==> config.mk <==
export PLATFORM = sky130hd
export DESIGN_NAME = digi_source_tx_flat
export DESIGN_NICKNAME = d
export VERILOG_FILES = /design/src/rtl/digi_source_tx_if.sv /design/src/rtl/digi_source_tx.sv /design/src/flat_wrapper.sv
export SDC_FILE = /design/constraint.sdc
export NUM_CORES = 1
export LEC_CHECK = 0
export ABC_AREA = 1
export BUFFER_PORTS_ARGS = -buffer_cell sky130_fd_sc_hd__buf_2
export CAP_MARGIN = 20
export CORE_MARGIN = 5
export CORE_UTILIZATION = 40
export DETAILED_ROUTE_END_ITERATION = 8
export PLACE_DENSITY = 0.63
export SLEW_MARGIN = 25
export SYNTH_ARGS = -nofsm -noshare
export SYNTH_HDL_FRONTEND = slang
export SYNTH_SLANG_ARGS = --single-unit
==> constraint.sdc <==
create_clock -name clk_i -period 7.06 [get_ports clk_i]
set_input_delay 0 -clock clk_i [delete_from_list [all_inputs] [get_ports clk_i]]
set_output_delay 0 -clock clk_i [all_outputs]
set_load 0.005 [all_outputs]
==> src/rtl/digi_source_tx_if.sv <==
// Control and waveform signals of the interval-table pattern generator.
// The master drives table writes and pattern control; the slave returns the waveform and status.
interface digi_source_tx_if #(
    parameter int CW   = 16,
    parameter int NMAX = 8
);
    localparam int AW = (NMAX > 1) ? $clog2(NMAX) : 1;

    logic          wr_en;
    logic [AW-1:0] wr_addr;
    logic [CW-1:0] wr_data;
    logic [AW:0]   n_int;
    logic          rpt;
    logic          start;
    logic          stop;
    logic          dout;
    logic          busy;
    logic          edge_stb;
    logic          done;
    logic          wr_err;

    modport master (
        output wr_en, wr_addr, wr_data, n_int, rpt, start, stop,
        input  dout, busy, edge_stb, done, wr_err
    );

    modport slave (
        input  wr_en, wr_addr, wr_data, n_int, rpt, start, stop,
        output dout, busy, edge_stb, done, wr_err
    );
endinterface

==> src/rtl/digi_source_tx.sv <==
// Digital pattern source: dout toggles after each programmed interval in a small table,
// optionally looping; three-state control (IDLE/RUN/FIN) with write protection while running.
module digi_source_tx #(
    parameter int   CW   = 16,
    parameter int   NMAX = 8,
    parameter logic INIT = 1'b0
) (
    input  logic             clk_i,
    input  logic             reset_i,
    digi_source_tx_if.slave  bus
);
    localparam int AW = (NMAX > 1) ? $clog2(NMAX) : 1;

    typedef enum logic [1:0] {IDLE, RUN, FIN} state_t;

    state_t        state_q, state_d;
    logic [AW-1:0] idx_q, idx_d;
    logic [CW-1:0] cnt_q, cnt_d;
    logic [AW:0]   n_q, n_d;
    logic          rep_q, rep_d;
    logic          dout_q, dout_d;
    logic          edge_q, edge_d;
    logic          werr_q, werr_d;
    logic [CW-1:0] tab_q [NMAX];

    logic          wr_ok;
    logic [CW-1:0] tab0_eff;
    logic [AW-1:0] idx_nx;
    logic          wrap;

    function automatic logic [CW-1:0] hold(input logic [CW-1:0] v);
        return (v == '0) ? CW'(1) : v;
    endfunction

    assign wr_ok    = bus.wr_en && (state_q != RUN) && ({1'b0, bus.wr_addr} < (AW+1)'(NMAX));
    // A write landing in the start cycle must be visible to the first interval load.
    assign tab0_eff = (wr_ok && bus.wr_addr == '0) ? bus.wr_data : tab_q[0];
    assign idx_nx   = idx_q + AW'(1);
    assign wrap     = ({1'b0, idx_q} + (AW+1)'(1)) >= n_q;

    always_comb begin
        state_d = state_q;
        idx_d   = idx_q;
        cnt_d   = cnt_q;
        n_d     = n_q;
        rep_d   = rep_q;
        dout_d  = dout_q;
        edge_d  = 1'b0;
        werr_d  = bus.wr_en && !wr_ok;
        case (state_q)
            IDLE: begin
                if (bus.start) begin
                    if (bus.n_int != '0) begin
                        n_d     = (bus.n_int > (AW+1)'(NMAX)) ? (AW+1)'(NMAX) : bus.n_int;
                        rep_d   = bus.rpt;
                        idx_d   = '0;
                        cnt_d   = hold(tab0_eff);
                        dout_d  = INIT;
                        state_d = RUN;
                    end else begin
                        state_d = FIN;
                    end
                end
            end
            RUN: begin
                if (bus.stop) begin
                    state_d = FIN;
                end else if (cnt_q == CW'(1)) begin
                    if (!wrap) begin
                        idx_d  = idx_nx;
                        cnt_d  = hold(tab_q[idx_nx]);
                        dout_d = ~dout_q;
                        edge_d = 1'b1;
                    end else if (rep_q) begin
                        idx_d  = '0;
                        cnt_d  = hold(tab_q[0]);
                        dout_d = INIT;
                        edge_d = (dout_q != INIT);
                    end else begin
                        dout_d  = ~dout_q;
                        edge_d  = 1'b1;
                        state_d = FIN;
                    end
                end else begin
                    cnt_d = cnt_q - CW'(1);
                end
            end
            FIN: begin
                state_d = IDLE;
                dout_d  = INIT;
                edge_d  = (dout_q != INIT);
            end
            default: state_d = IDLE;
        endcase
    end

    always_ff @(posedge clk_i) begin
        if (reset_i) begin
            state_q <= IDLE;
            idx_q   <= '0;
            cnt_q   <= '0;
            n_q     <= '0;
            rep_q   <= 1'b0;
            dout_q  <= INIT;
            edge_q  <= 1'b0;
            werr_q  <= 1'b0;
        end else begin
            state_q <= state_d;
            idx_q   <= idx_d;
            cnt_q   <= cnt_d;
            n_q     <= n_d;
            rep_q   <= rep_d;
            dout_q  <= dout_d;
            edge_q  <= edge_d;
            werr_q  <= werr_d;
        end
    end

    always_ff @(posedge clk_i) begin
        if (reset_i) begin
            for (int i = 0; i < NMAX; i++) tab_q[i] <= '0;
        end else if (wr_ok) begin
            tab_q[bus.wr_addr] <= bus.wr_data;
        end
    end

    assign bus.dout     = dout_q;
    assign bus.busy     = (state_q == RUN);
    assign bus.done     = (state_q == FIN);
    assign bus.edge_stb = edge_q;
    assign bus.wr_err   = werr_q;
endmodule

==> src/flat_wrapper.sv <==
// flat-port wrapper written by rule: the top's interface ports become plain ports
module digi_source_tx_flat 
#(
    parameter int   CW   = 16,
    parameter int   NMAX = 8,
    parameter logic INIT = 1'b0
)
  (clk_i, reset_i, bus_wr_en, bus_wr_addr, bus_wr_data, bus_n_int, bus_rpt, bus_start, bus_stop, bus_dout, bus_busy, bus_edge_stb, bus_done, bus_wr_err);
  digi_source_tx_if #(.CW(CW), .NMAX(NMAX)) bus_i ();
  input  logic clk_i;
  input  logic reset_i;
  input wire logic [$bits(bus_i.wr_en)-1:0] bus_wr_en;
  input wire logic [$bits(bus_i.wr_addr)-1:0] bus_wr_addr;
  input wire logic [$bits(bus_i.wr_data)-1:0] bus_wr_data;
  input wire logic [$bits(bus_i.n_int)-1:0] bus_n_int;
  input wire logic [$bits(bus_i.rpt)-1:0] bus_rpt;
  input wire logic [$bits(bus_i.start)-1:0] bus_start;
  input wire logic [$bits(bus_i.stop)-1:0] bus_stop;
  output wire logic [$bits(bus_i.dout)-1:0] bus_dout;
  output wire logic [$bits(bus_i.busy)-1:0] bus_busy;
  output wire logic [$bits(bus_i.edge_stb)-1:0] bus_edge_stb;
  output wire logic [$bits(bus_i.done)-1:0] bus_done;
  output wire logic [$bits(bus_i.wr_err)-1:0] bus_wr_err;
  assign bus_i.wr_en = bus_wr_en;
  assign bus_i.wr_addr = bus_wr_addr;
  assign bus_i.wr_data = bus_wr_data;
  assign bus_i.n_int = bus_n_int;
  assign bus_i.rpt = bus_rpt;
  assign bus_i.start = bus_start;
  assign bus_i.stop = bus_stop;
  assign bus_dout = bus_i.dout;
  assign bus_busy = bus_i.busy;
  assign bus_edge_stb = bus_i.edge_stb;
  assign bus_done = bus_i.done;
  assign bus_wr_err = bus_i.wr_err;
  digi_source_tx #(.CW(CW), .NMAX(NMAX), .INIT(INIT)) u_core (.clk_i(clk_i), .reset_i(reset_i), .bus(bus_i));
endmodule
### Yosys cells after proc, flatten, opt, wreduce, memory -nomap -nowiden

Memories as Yosys holds them, arrays and structs flattened.
Cells that the tools add are included.

* register bits: 29
* memory bits (writable): 128
* input bits: 29
* output and inout bits: 5
* word-level logic and storage cells: 92
* memories kept: 1

Memories
* u_core.tab_q: depth 8, bits a word 16, rd ports 2, clocked after Yosys merged registers in 0, write ports 8, line digi_source_tx.sv:24 `logic [CW-1:0] tab_q [NMAX];`

* add/sub/neg operators: 3
* $lt $le $gt $ge: 2
* equal/unequal tests: 13
* muxes and demuxes: 46
* bitwise operators: 1
* reductions and logical operators: 18

Operators by type and width (count)
* two-way mux 16 bit: 11
* logical NOT 16 bit: 3
* one-hot mux 16 bit (2 select lines): 1
* two-way mux 3 bit: 7
* equality test 16 x 1 -> 1 bit, second input constant: 1
* two-way mux 1 bit: 16
* OR reduction 16 bit: 1
* subtractor 16 x 1 -> 16 bit, second input constant: 1
* two-way mux 2 bit: 6
* AND reduction 5 bit: 2
* != test 3 x 2 -> 1 bit, second input constant: 3
* != test 2 x 1 -> 1 bit, second input constant: 3
* one-hot mux 3 bit (2 select lines): 1
* AND reduction 6 bit: 1
* adder 3 x 1 -> 4 bit, second input constant: 1
* >= comparator 4 bit: 1
* greater-than comparator 4 bit, second input constant: 1
* two-way mux 4 bit: 1
* != test 2 bit, second input constant: 2
* != test 4 x 3 -> 1 bit, second input constant: 1
* one-hot mux 2 bit (2 select lines): 1
* AND reduction 4 bit: 1
* nonzero test 4 bit: 1
* adder 3 x 1 -> 3 bit, second input constant: 1
* 13 further kinds: 15

### Depth between registers and ports, before layout

* depth in word-level cells: 9
* gate-level depth with buffers: 16
* depth with buffers taken out: 14

### Worst setup path before layout

OpenSTA, ideal clock, no wires.

* path type: register -> register
* start point: reg u_core.state_q[1]
* end point: mem u_core.tab_q[1][0], enable pin
* library setup time: 0.372 ns
* arrival time: 2.096 ns
* required time: 6.688 ns
* setup slack: 4.593 ns
* cell stages (with the launch flop): 11
* buffers on the path: 3
* period minus slack after synthesis: 2.467 ns
* path through: dfxtp_1 -> inv_1 -> ha_1 -> buf_4 -> nor2_8 -> buf_4 -> nand2_1 -> nor2_1 -> nand2_1 -> buf_2 -> nand2_1

RTL lines
* from (decl): line digi_source_tx.sv:16 `state_t state_q, state_d;`
* from (signal assigned): line digi_source_tx.sv:108 `state_q <= state_d;`
* to (decl): line digi_source_tx.sv:24

### Final worst setup path

* start point: reg u_core.idx_q[0]
* end point: reg u_core.cnt_q[14]

* longest elaborated chain between the ends: 8
* elaborated cells on any way between the ends: 12
* those cells by class: add/sub (2); order compare (1); eq/ne (1); mux (5); reduce/logical (2); memory (1)

RTL lines
* from (decl): line digi_source_tx.sv:17 `logic [AW-1:0] idx_q, idx_d;`
* from (signal assigned): line digi_source_tx.sv:109 `idx_q <= idx_d;`
* adder 3 x 1 -> 3 bit: line digi_source_tx.sv:38 `assign idx_nx = idx_q + AW'(1);`
* memory (8 x 16 bit)
* logical NOT 16 bit: line digi_source_tx.sv:32 `return (v == '0) ? CW'(1) : v;`
* two-way mux 16 bit: line digi_source_tx.sv:32
* two-way mux 16 bit: line digi_source_tx.sv:69 `if (!wrap) begin`
* two-way mux 16 bit: line digi_source_tx.sv:68 `end else if (cnt_q == CW'(1)) begin`
* two-way mux 16 bit: line digi_source_tx.sv:66 `if (bus.stop) begin`
* one-hot mux 16 bit (2 select lines): line digi_source_tx.sv:50 `case (state_q)`
* to (signal assigned): line digi_source_tx.sv:110 `cnt_q <= cnt_d;`
* to (decl): line digi_source_tx.sv:18 `logic [CW-1:0] cnt_q, cnt_d;`

Several ways; a longest one is shown, not always the timed one. The select of a mux whose other input is x is not followed.
A chain may end at the register's enable or synchronous reset.

==> flow_summary_export.csv <==
group,metric,value,unit
run_status,outcome,"finished clean",
power_and_ir_drop,p_per_area,300,mW/mm2
hold_path,hp-start,"bus_wr_data[3]",
worst_setup_path,crit_path_start_kind,"flip-flop",
placement,dp_cells,1390,
routing,post_drt_wl_per_cell,15.8,um
finish,syn_to_final_growth,11.6,%
worst_setup_path,worst-endpoint-required,7430,ps
synthesis,ys_seq_elements,157,
grt,grt_max_degree,70,
placement,port_buffers,33,
floorplan,die_w,158,um
finish,antennaDiodeCount,0,
grt,gr-total-overflow,0,
timing,hold_viol_final,0,
floorplan,start_util,40.3,%
routing,drc,0,
timing,slew_viol_final,0,
worst_setup_path,r2r-end,"u_core.cnt_q[14]",
worst_setup_path,cp-startpoint,"u_core.idx_q[0]",
timing,post-route-period-util,53.7,%
synthesis,yosysTopAreaCellShare,44.1,%
worst_setup_path,crit_end,"u_core.cnt_q[14]",
routing,vias_per_cell,5.06,
synthesis,yosysTopAreaCell,"edfxtp_1",
timing,fin_setup_tns,0,ps
clocking,htreeDepth,4,
finish,drive_above_1_share,7.97,%
placement,gp_congestion,0.849,
finish,finalNonFillerCells,1435,
placement,place_worst_setup_slack,3340,ps
synthesis,avgSynthCellArea,7.76,um2
timing,setup_ws,3270,ps
timing,clock_skew,10.9,ps
routing,dr.pass1.iters,5,
clocking,cts_tree,"built",
grt,grt_use_total,18.7,%
hold_path,hp-class,"in2reg",
timing,tightestPinTransition,889,ps
timing,rsz0062_at_grt,"no",
worst_setup_path,r2r_slack,3270,ps
grt,grt_pass1_vias,6924,
clocking,numCtsBuffers,17,
timing,slew_headroom,40.6,%
synthesis,ys_seq_area_share,50.7,%
floorplan,num_io_pins,34,
timing,finalHoldWorstSlack,14.2,ps
power_and_ir_drop,ir_worst_vdd,0.130,mV
power_and_ir_drop,leakagePower,4.42,nW
placement,hpwl,15200,um
synthesis,synthCells,1123,
routing,vias,7260,
worst_setup_path,reg2reg_depth,11,
finish,final_area,0.00973,mm2
routing,drt-initial-drc-count,522,
routing,drt_wl_total,22700,um
routing,met1Wirelength,10200,um
finish,n_fill_cell,2162,
worst_setup_path,crit_arrival,4160,ps
synthesis,ys_warn_count,0,
synthesis,synth_area_leaders,"edfxtp_1 (44%), nand2_1 (15%), nor2_1 (8.5%)",
worst_setup_path,critPathKind,"reg2reg",
timing,layout_min_cycle_time,3790,ps
worst_setup_path,r2r_start,"u_core.idx_q[0]",
power_and_ir_drop,power,2.92,mW
routing,wl_met2,11000,um
routing,top_layer_used,"met4",
clocking,cts_resized,0,
timing,setup_violations,0,
floorplan,die-area,0.0248,mm2
grt,antenna_found_initial,0,
routing,route.met3.wl,1070,um
grt,grt_pass1_wl,36200,um
clocking,path_clk_slew,70,ps
clocking,clkLatencyLatePin,430,ps
finish,postLayoutCoreUtil,45.0,%
finish,nNetsFinal,1182,
routing,final_antenna_net_count,0,
clocking,cts_sinks,157,
clocking,cts_buffer_depth,2,
worst_setup_path,worst-path-max-fanout,22,
synthesis,ys_types,44,
synthesis,syn_nets,1163,
worst_setup_path,end_kind,"flip-flop",
flow_run,cap_violations,0,
placement,postPlaceCellArea,0.00902,mm2
floorplan,rows,54,
floorplan,coreArea,0.0216,mm2
clocking,clockRootBuffer,"clkbuf_16",
synthesis,syn_area,0.00872,mm2
floorplan,die_y,158,um
timing,fmax,0.264,GHz
==> cells by family after synthesis <==
kind of cell | synth area share [%]
flip-flops | 50.7
AO/OA/AOI/OAI | 6.30
adder cells (fa/ha/maj) | 1.58
buffers and inverters | 8.71
XOR/XNOR | 1.09
AND/OR/NAND/NOR | 31.6
==> power by group <==
part | internal (mW) | switching, mW
logic | 0.255 | 0.637
clock network | 0.528 | 0.400
registers | 1.06 | 0.0421
==> worst min-delay path by stage <==
stage	end	slack, ps	depth (start not counted)
2_1_floorplan	u_core.n_q[0]	140	2
3_3_place_gp	u_core.n_q[2]	260	3
3_5_place_dp	u_core.n_q[1]	270	3
4_1_cts	u_core.tab_q[0][11]	1	3
5_1_grt	u_core.tab_q[0][15]	6	3
6_report	u_core.tab_q[0][3]	10	3
==> critical path: stages (launching register included) <==
cell     delay [ps]
dfxtp_2         320
ha_1            220
xnor2_2         660
inv_2           350
ha_1            400
nand3_1          90
nand3_1         470
inv_1           750
nand2_1         130
nand3_1         120
nand4_1          90
a21oi_1         130
==> state kept, by name, summed over array words and instances (netlist names) <==
register and flops:
u_core.cnt_q 16, u_core.bus.edge_stb 1, u_core.idx_q 3, u_core.bus.dout 1
u_core.bus.wr_err 1, u_core.rep_q 1, u_core.n_q 4, u_core.state_q 2
u_core.tab_q 128
==> per-layer routing <==
layer / vias up / track usage, %
met4: 0 / 6.27
met3: 30 / 3.39
met5: - / 0
met1: 3397 / 24.7
met2: 193 / 31.1
li1: 3640 / -
==> layout make-up <==
| cell class | instances | area, um2 | share of cell area, % |
|---|---|---|---|
| multi-input cells | 782 | 3530 | 36.3 |
| repair buffers | 51 | 333 | 3.42 |
| flip-flops and latches | 157 | 4430 | 45.5 |
| inverters | 133 | 503 | 5.17 |
| clock buffers | 18 | 429 | 4.41 |
| clock inverters | 14 | 156 | 1.61 |
| well taps | 280 | 350 | 3.60 |
==> Yosys cell counts, drive strengths merged <==
cell type / n
buf: 29
nor4: 4
a22oi: 2
or2: 3
o21ai: 36
clkinv: 2
o22ai: 1
o211ai: 7
nand2: 354
nand3: 68
nor2: 204
inv: 131
o21a: 5
edfxtp: 128
clkbuf: 22
o21bai: 1
ha: 11
nor3b: 1
nor3: 5
a31oi: 3
xnor2: 4
nand4: 21
dfxtp: 29
a32oi: 1
and2: 1
a211oi: 1
a21oi: 43
xor2: 6
==> layout by cell type, fill, tap and decap left out, types with 6 or more instances in the layout <==
cell | synthesis | final
a21oi_1 | 43 | 43
buf_2 | 19 | 33
clkbuf_16 | 0 | 17
dfxtp_1 | 29 | 28
dlygate4sd3_1 | 0 | 13
edfxtp_1 | 128 | 128
ha_1 | 11 | 11
inv_1 | 127 | 126
nand2_1 | 353 | 353
nand3_1 | 66 | 66
nand4_1 | 20 | 20
nor2_1 | 197 | 197
o211ai_1 | 7 | 7
o21ai_0 | 11 | 11
o21ai_1 | 25 | 25
xor2_1 | 6 | 6
==> what timing repair did <==
action | in CTS | in global routing
hold buffers | 13 | 0
setup buffers | 0 | 0
hold endpoints to repair | 13 | 0
No activity file was read; power rests on OpenSTA's default activity.
